File: config.mk
export PLATFORM = sky130hd
export DESIGN_NAME = core_debug_responder
export DESIGN_NICKNAME = d
export VERILOG_FILES = /design/src/rtl/core_debug_responder.sv
export SDC_FILE = /design/constraint.sdc
export NUM_CORES = 1
export LEC_CHECK = 0
export CAP_MARGIN = 10
export CORE_MARGIN = 3
export CORE_UTILIZATION = 30
export DETAILED_ROUTE_END_ITERATION = 8
export DONT_BUFFER_PORTS = 1
export SLEW_MARGIN = 20
export SYNTH_ARGS = -nofsm -noshare
export SYNTH_HDL_FRONTEND = slang
export SYNTH_SLANG_ARGS = --single-unit
File: constraint.sdc
create_clock -name clk -period 2.5 [get_ports clk]
set_input_delay 0.5 -clock clk [delete_from_list [all_inputs] [get_ports clk]]
set_output_delay 0.5 -clock clk [all_outputs]
set_load 0.1 [all_outputs]
File: src/rtl/core_debug_responder.sv
// Debug register slave: exposes run control, PC/instruction snoop, a retired-instruction
// counter and step/jump requests to the core over a simple held-enable bus.
// Latency: register accesses complete one cycle after acceptance; step/jump wait for
// coreAck (up to ACK_TIMEOUT cycles). Backpressure: wbBusy stays high until done, and
// the slave needs one cycle with wbEnable low between transactions.
//
// Ports:
//   clk, rst             - system clock, synchronous active-high reset
//   wbEnable .. wbBusy   - bus side: enable held for the transaction, write flag,
//                          byte address (bits [1:0] ignored), byte lanes, data, busy
//   coreRun              - core may execute (mirrors CONFIG.run)
//   coreStep/coreJump    - level requests held until coreAck or timeout
//   coreJumpAddress      - jump target, valid while coreJump is high
//   coreAck              - core accepted the step/jump
//   corePC, coreInstruction - live core state, readable through the map
//   coreRetire           - one pulse per retired instruction
module core_debug_responder #(
  parameter int unsigned ACK_TIMEOUT = 15
) (
  input  logic        clk,
  input  logic        rst,
  input  logic        wbEnable,
  input  logic        wbWriteEnable,
  input  logic [23:0] wbAddress,
  input  logic [3:0]  wbByteSelect,
  input  logic [31:0] wbDataWrite,
  output logic [31:0] wbDataRead,
  output logic        wbBusy,
  output logic        coreRun,
  output logic        coreStep,
  output logic        coreJump,
  output logic [31:0] coreJumpAddress,
  input  logic        coreAck,
  input  logic [31:0] corePC,
  input  logic [31:0] coreInstruction,
  input  logic        coreRetire
);

  localparam int TW = (ACK_TIMEOUT > 1) ? $clog2(ACK_TIMEOUT) : 1;
  localparam logic [TW-1:0] CNT_LAST = TW'(ACK_TIMEOUT - 1);

  typedef enum logic [1:0] {
    IDLE      = 2'd0,
    WAIT_CORE = 2'd1,
    DONE      = 2'd2
  } state_e;

  state_e        state_q, state_d;
  logic          run_q, run_d;
  logic          err_q, err_d;
  logic [31:0]   retired_q, retired_d;
  logic          step_q, step_d;
  logic          jump_q, jump_d;
  logic [31:0]   jaddr_q, jaddr_d;
  logic [31:0]   rdata_q, rdata_d;
  logic [TW-1:0] cnt_q, cnt_d;

  logic          err_set, err_clr, ret_clr;

  // Address decode: only word offsets 0x00..0x14 with all upper bits zero are mapped.
  logic [2:0]    reg_idx;
  logic          in_map;
  logic          sel_config, sel_jump, sel_step, sel_retired;
  logic          wr_any;
  logic          ctrl_wr;
  logic [31:0]   rd_mux;
  logic          unused_addr_bits;

  assign unused_addr_bits = ^wbAddress[1:0];

  assign reg_idx     = wbAddress[4:2];
  assign in_map      = (wbAddress[23:5] == '0) && (reg_idx <= 3'd5);
  assign sel_config  = in_map && (reg_idx == 3'd0);
  assign sel_jump    = in_map && (reg_idx == 3'd2);
  assign sel_step    = in_map && (reg_idx == 3'd3);
  assign sel_retired = in_map && (reg_idx == 3'd5);
  assign wr_any      = wbWriteEnable && (wbByteSelect != 4'd0);
  assign ctrl_wr     = wr_any && (sel_jump || sel_step);

  always_comb begin
    rd_mux = 32'd0;
    if (in_map) begin
      case (reg_idx)
        3'd0:    rd_mux = {30'd0, err_q, run_q};
        3'd1:    rd_mux = corePC;
        3'd4:    rd_mux = coreInstruction;
        3'd5:    rd_mux = retired_q;
        default: rd_mux = 32'd0;
      endcase
    end
  end

  always_comb begin
    state_d = state_q;
    run_d   = run_q;
    step_d  = step_q;
    jump_d  = jump_q;
    jaddr_d = jaddr_q;
    rdata_d = rdata_q;
    cnt_d   = cnt_q;
    err_set = 1'b0;
    err_clr = 1'b0;
    ret_clr = 1'b0;

    case (state_q)
      IDLE: begin
        if (wbEnable) begin
          rdata_d = rd_mux;
          if (ctrl_wr && !run_q) begin
            state_d = WAIT_CORE;
            step_d  = sel_step;
            jump_d  = sel_jump;
            if (sel_jump) jaddr_d = wbDataWrite;
            cnt_d   = '0;
          end else begin
            state_d = DONE;
            // Stepping or jumping a running core is refused and flagged.
            if (ctrl_wr) err_set = 1'b1;
            if (wbWriteEnable && sel_config && wbByteSelect[0]) begin
              run_d   = wbDataWrite[0];
              err_clr = wbDataWrite[1];
            end
            if (wr_any && sel_retired) ret_clr = 1'b1;
          end
        end
      end

      WAIT_CORE: begin
        if (coreAck) begin
          state_d = DONE;
          step_d  = 1'b0;
          jump_d  = 1'b0;
        end else if (cnt_q == CNT_LAST) begin
          // Request has been visible for ACK_TIMEOUT cycles without an ack.
          state_d = DONE;
          step_d  = 1'b0;
          jump_d  = 1'b0;
          err_set = 1'b1;
        end else begin
          cnt_d = cnt_q + TW'(1);
        end
      end

      DONE: begin
        if (!wbEnable) state_d = IDLE;
      end

      default: state_d = IDLE;
    endcase
  end

  // A new error wins over a simultaneous write-1-to-clear.
  assign err_d = err_set ? 1'b1 : (err_clr ? 1'b0 : err_q);

  // A clearing write wins over a simultaneous retire.
  assign retired_d = ret_clr ? 32'd0 :
                     (coreRetire && run_q) ? retired_q + 32'd1 : retired_q;

  always_ff @(posedge clk) begin
    if (rst) begin
      state_q   <= IDLE;
      run_q     <= 1'b0;
      err_q     <= 1'b0;
      retired_q <= 32'd0;
      step_q    <= 1'b0;
      jump_q    <= 1'b0;
      jaddr_q   <= 32'd0;
      rdata_q   <= 32'd0;
      cnt_q     <= '0;
    end else begin
      state_q   <= state_d;
      run_q     <= run_d;
      err_q     <= err_d;
      retired_q <= retired_d;
      step_q    <= step_d;
      jump_q    <= jump_d;
      jaddr_q   <= jaddr_d;
      rdata_q   <= rdata_d;
      cnt_q     <= cnt_d;
    end
  end

  assign wbBusy          = wbEnable && (state_q != DONE);
  assign wbDataRead      = rdata_q;
  assign coreRun         = run_q;
  assign coreStep        = step_q;
  assign coreJump        = jump_q;
  assign coreJumpAddress = jaddr_q;

endmodule

# Word level (Yosys, flattened, before mapping)
# Index checks and enable logic that the tools add are counted.
# op_classes
n_addsub,2
mux,37
order_cmp,1
eq_ne,15
n_reduce_logical,28
n_bitwise,1
# ops
cell,n
$pmux 32 s4,1
$add 32x1->32 const B,1
$mux 32,1
$mux 1,21
$logic_not 19->1,1
$mux 4,4
$logic_and 1x1->1,13
$ne 2x2->1 const B,6
$reduce_and 4->1,3
$mux 2,5
$pmux 4 s2,1
$eq 3x2->1 const B,2
$eq 3x3->1 const B,2
$pmux 1 s2,3
$pmux 2 s3,1
$reduce_and 5->1,1
$add 4x1->4 const B,1
$eq 4x4->1 const B,1
$reduce_bool 2->1,2
$reduce_bool 4->1,1
$eq 3x1->1 const B,1
$le 3x3->1 const B,1
$logic_not 3->1,1
$ne 3x3->1 const B,1
other kinds (9),9
# totals
elab_cells,93
register_bits,106
out_inout_bits,68

# Logic depth before layout (Yosys ltp)
# logic_depth
depth_word,11
mapped_depth,7
ltp_nobuf,7

# Worst setup path before layout
# Ideal clock, no wire load.
# synth_path
kind,input port to output port
start,input wbEnable
end,output wbBusy
t_arrival_ns,2.689
path_slack_ns,-0.689
stages,1
path_cell_list,a21boi_0
# synth_via
elab_chain_len,1
# synth_lines
element,line,source
from (decl),22,"input logic wbEnable,"
$logic_and 1x1->1,183,assign wbBusy = wbEnable && (state_q != DONE);
to (decl),28,"output logic wbBusy,"
# No other way between the ends.

# Worst setup path after layout
# layout_path
start,register state_q[1]
end,register rdata_q[27] (netlist: wbDataRead[27])
# layout_via
elab_chain_len,2
# layout_lines
element,line,source
from (decl),48,"state_e state_q, state_d;"
from (signal assigned),171,state_q <= state_d;
$logic_not 2->1,105,case (state_q)
$reduce_and 2->1 (no line),-,
to (signal assigned),178,rdata_q <= rdata_d;
to (decl),55,"logic [31:0] rdata_q, rdata_d;"
# No other way between the ends.
# A chain may end at the register's enable or synchronous reset.

==> metrics.md <==
| Metric | Value |
|---|---|
| Number of global-route vias before repair | a little over 4000 |
| R2r setup slk | roughly 0.42 ns |
| Die Y | 134 um |
| Worst slack, placed | about 0.18 ns |
| Status | complete, no violations |
| Io pins | roughly 200 |
| Commonest cells after routing, fill and taps aside | dfxtp_1, nor2_1, buf_4 |
| HPWL Detailed | a little over 10000 um |
| CP top delay family | simple AND/OR/NAND/NOR gates |
| GRT Resource Usage Total | approximately 15% |
| CTS tree | done |
| Core Area | around 16000 sq um |
| Hold crit path type | input port to flop |
| Crit path DAT | 2.36 ns |
| Register area | 2120 sq um |
| RR Startpoint | state_q[1] |
| Row cnt | 46 |
| PD cells | 550 nW/um^2 |
| Initial Util | a little under a third |
| # fillers | between 1500 and 2000 |
| Gr ovfl total | 0 |
| Synth-to-layout area growth | 21.1% |
| IO buf count | 0 |
| Final setup TNS | 0 ns |
| Crit share post-route | 83.0% |
| First-pass GRT wire length | around 21000 um |
| Syn_area_per_cell | 9.02 sq um |
| CTS clk-pin slew, worst paths | around 0.07 ns |
| Period minus WS final | 2.08 ns |
| Hold path depth | 1 |
| DR WL/cell | between 15 and 20 um |
| Final setup violation count | 0 |
| Fmax | 0.482 GHz |
| Die Wd | between 100 and 150 um |
| Clock Sinks | approximately 110 |
| Syn nets | roughly 680 |
| Non-filler cells, final | between 800 and 900 |
| Post-route setup slack | between 0.4 and 0.5 ns |
| Die ar. | about 18000 sq um |
| Share of cells above drive strength 1 | between 20 and 25% |
| Via count | 4168 |
| Slew Viols, Final | 0 |
| GPL Wtd Cong | roughly 0.8 |
| Worst reg-to-reg path cell count | 7 |
| Crit-path max FO | 30 |
| RSZ-0062 raised after global routing | no |
| Required @ worst endpoint | 2.78 ns |
| Crit Path Class | flop to flop |
| Leak | ~0.0022 uW |
| Multi-input logic area | ~2600 sq um |
| Critical R2R Capture | wbDataRead[27] |
| Largest net degree at the start of global routing | 54 |
| Drt first pass iters | 6 |
| Resize count post-CTS | 0 |
| Num CTS Buffers | 9 |
| Synth Register Bits | approximately 110 |
| Worst skew pair latency | between 0.3 and 0.4 ns |
| Relative slew slack | 70.7% |
| Worst slew pin tran | around 0.44 ns |
| Worst path cell trace | or3b_1 -> or2_1 -> nor3_2 -> buf_4 -> nand2b_1 -> buf_4 -> o21ai_1 |
| Min-delay src | rst |
| Distinct cells, synth | between 40 and 50 |
| DRT iter0 DRCs | around 270 |
| Most common cell after layout, fill and taps aside | dfxtp_1 |
| Yosys Warn Count | 0 |
| Slowest CP cell | or3b_1 |
| Root buf cell | clkbuf_16 |
| Final hold violations | 0 |
| CP Depth | 7 |
| Register area share after synthesis | roughly 43% |
| Clock tree buffer depth | 2 |
| CP max stage delay | between 0.4 and 0.5 ns |
| H-tree level count | 3 |
| Post-layout nets | 734 |
| Max Cap Viol | 0 |
| Post-synthesis cell area | a little under 5000 sq um |
| Crit end category | flop |
| Placed insts | about 800 |
| CP Buf/Inv Count | 2 |
| Final WL | roughly 14000 um |
| Setup Buffers After CTS | 0 |
| DRC viols | 0 |
| Most used cell, CP | buf_4 |
| Final Util | 37.3% |
| Syn Inst Count | ~550 |
| Max VDD drop | between 0.0002 and 0.0003 V |
| Cts hold-fix bufs | 0 |
| Vias per Instance | 5.07 |
| Hold EP | wbDataRead[1] |
| Initial antenna violation count | 1 |
| Final ANT Viol Nets | 0 |
| Startpoint types | flop |
| ANT cells | 0 |
| Layout Skew | around 0.011 ns |
==> power by group <==
group | total (uW) | switching, uW | internal [uW]
Combinational | 140 | 70.5 | 69.2
Sequential | 1690 | 3.07 | 1690
Clock | 1450 | 643 | 806
==> worst max path at each step <==
stage / start / end / slack, ns
after detailed placement: wbAddress[19] / coreJump / 0.18
final: state_q[1] / wbDataRead[27] / 0.42
after CTS: coreRun / retired_q[31] / 0.41
after global placement: wbAddress[19] / coreJump / 0.22
after global routing: coreRun / retired_q[31] / 0.23
after floorplan: wbEnable / wbBusy / 0.05
==> final cells by class <==
cell class	count	share of cell area, %
tap	216	4.53
sequential	106	35.6
inverter	5	0.315
clock buffer	10	4.01
clock inverter	6	1.09
multi-input combinational	398	43.8
timing repair buffer	81	10.6
==> per-stage QoR <==
stage | total power (uW) | hold WS, ns | cell area, sq um
global placement | 1870 | 0.440 | 5660
finish | 3280 | 0.213 | 5960
global route | 3410 | 0.196 | 5960
floorplan | 1870 | 0.448 | 4920
CTS | 3340 | 0.191 | 5960
detailed placement | 1870 | 0.444 | 5660
==> sequential cells by signal, indices dropped and copies added (netlist names) <==
name             flops
err_q                1
coreRun              1
coreJumpAddress     32
coreJump             1
coreStep             1
retired_q           32
state_q              2
wbDataRead          32
cnt_q                4
==> kinds of logic after synthesis <==
family                     count (synthesis)  share of synthesized area, %
DFF                                      106                          43.1
buffers and inverters                     42                          3.99
muxes                                     66                          14.7
adders and majority gates                  3                         0.762
AOI/OAI and AO/OA                         84                          11.0
xor gates and xnor gates                  30                          5.34
and+or+nand+nor                          215                          21.1
==> synthesized netlist by cell type (all sizes together) <==
cell type | instances | area (sq um)
dfxtp | 106 | 2120
nor2 | 84 | 315
nand2 | 48 | 180
mux2i | 34 | 340
a22oi | 32 | 240
o21ai | 32 | 160
mux2 | 30 | 338
clkbuf | 26 | 97.6
nand3 | 20 | 100
xor2 | 19 | 166
nand4 | 16 | 100
buf | 11 | 80.1
xnor2 | 11 | 96.3
a21oi | 8 | 40.0
nand2b | 6 | 37.5
nor3 | 6 | 35.0
nor4 | 6 | 43.8
and2 | 5 | 31.3
inv | 5 | 18.8
and4 | 4 | 35.0
nor2b | 4 | 25.0
or3b | 4 | 35.0
ha | 3 | 37.5
nor3b | 3 | 22.5
o211ai | 3 | 22.5
or4 | 3 | 22.5
a41o | 2 | 20.0
and3 | 2 | 12.5
mux4 | 2 | 45.0
nor4b | 2 | 32.5
o31ai | 2 | 15.0
o32ai | 2 | 17.5
a21boi | 1 | 7.51
a31oi | 1 | 6.26
o41a | 1 | 11.3
or2 | 1 | 6.26
or3 | 1 | 6.26
==> per-layer routing <==
| layer | routed length [um] | vias up | GRT usage [%] |
|---|---|---|---|
| li1 | - | 2028 | - |
| met1 | 5470 | 1963 | 16.5 |
| met2 | 7110 | 158 | 27.6 |
| met3 | 1050 | 17 | 4.50 |
| met4 | 236 | 2 | 5.32 |
| met5 | 13 | - | 0 |
Power figures use the tool's default switching activity.
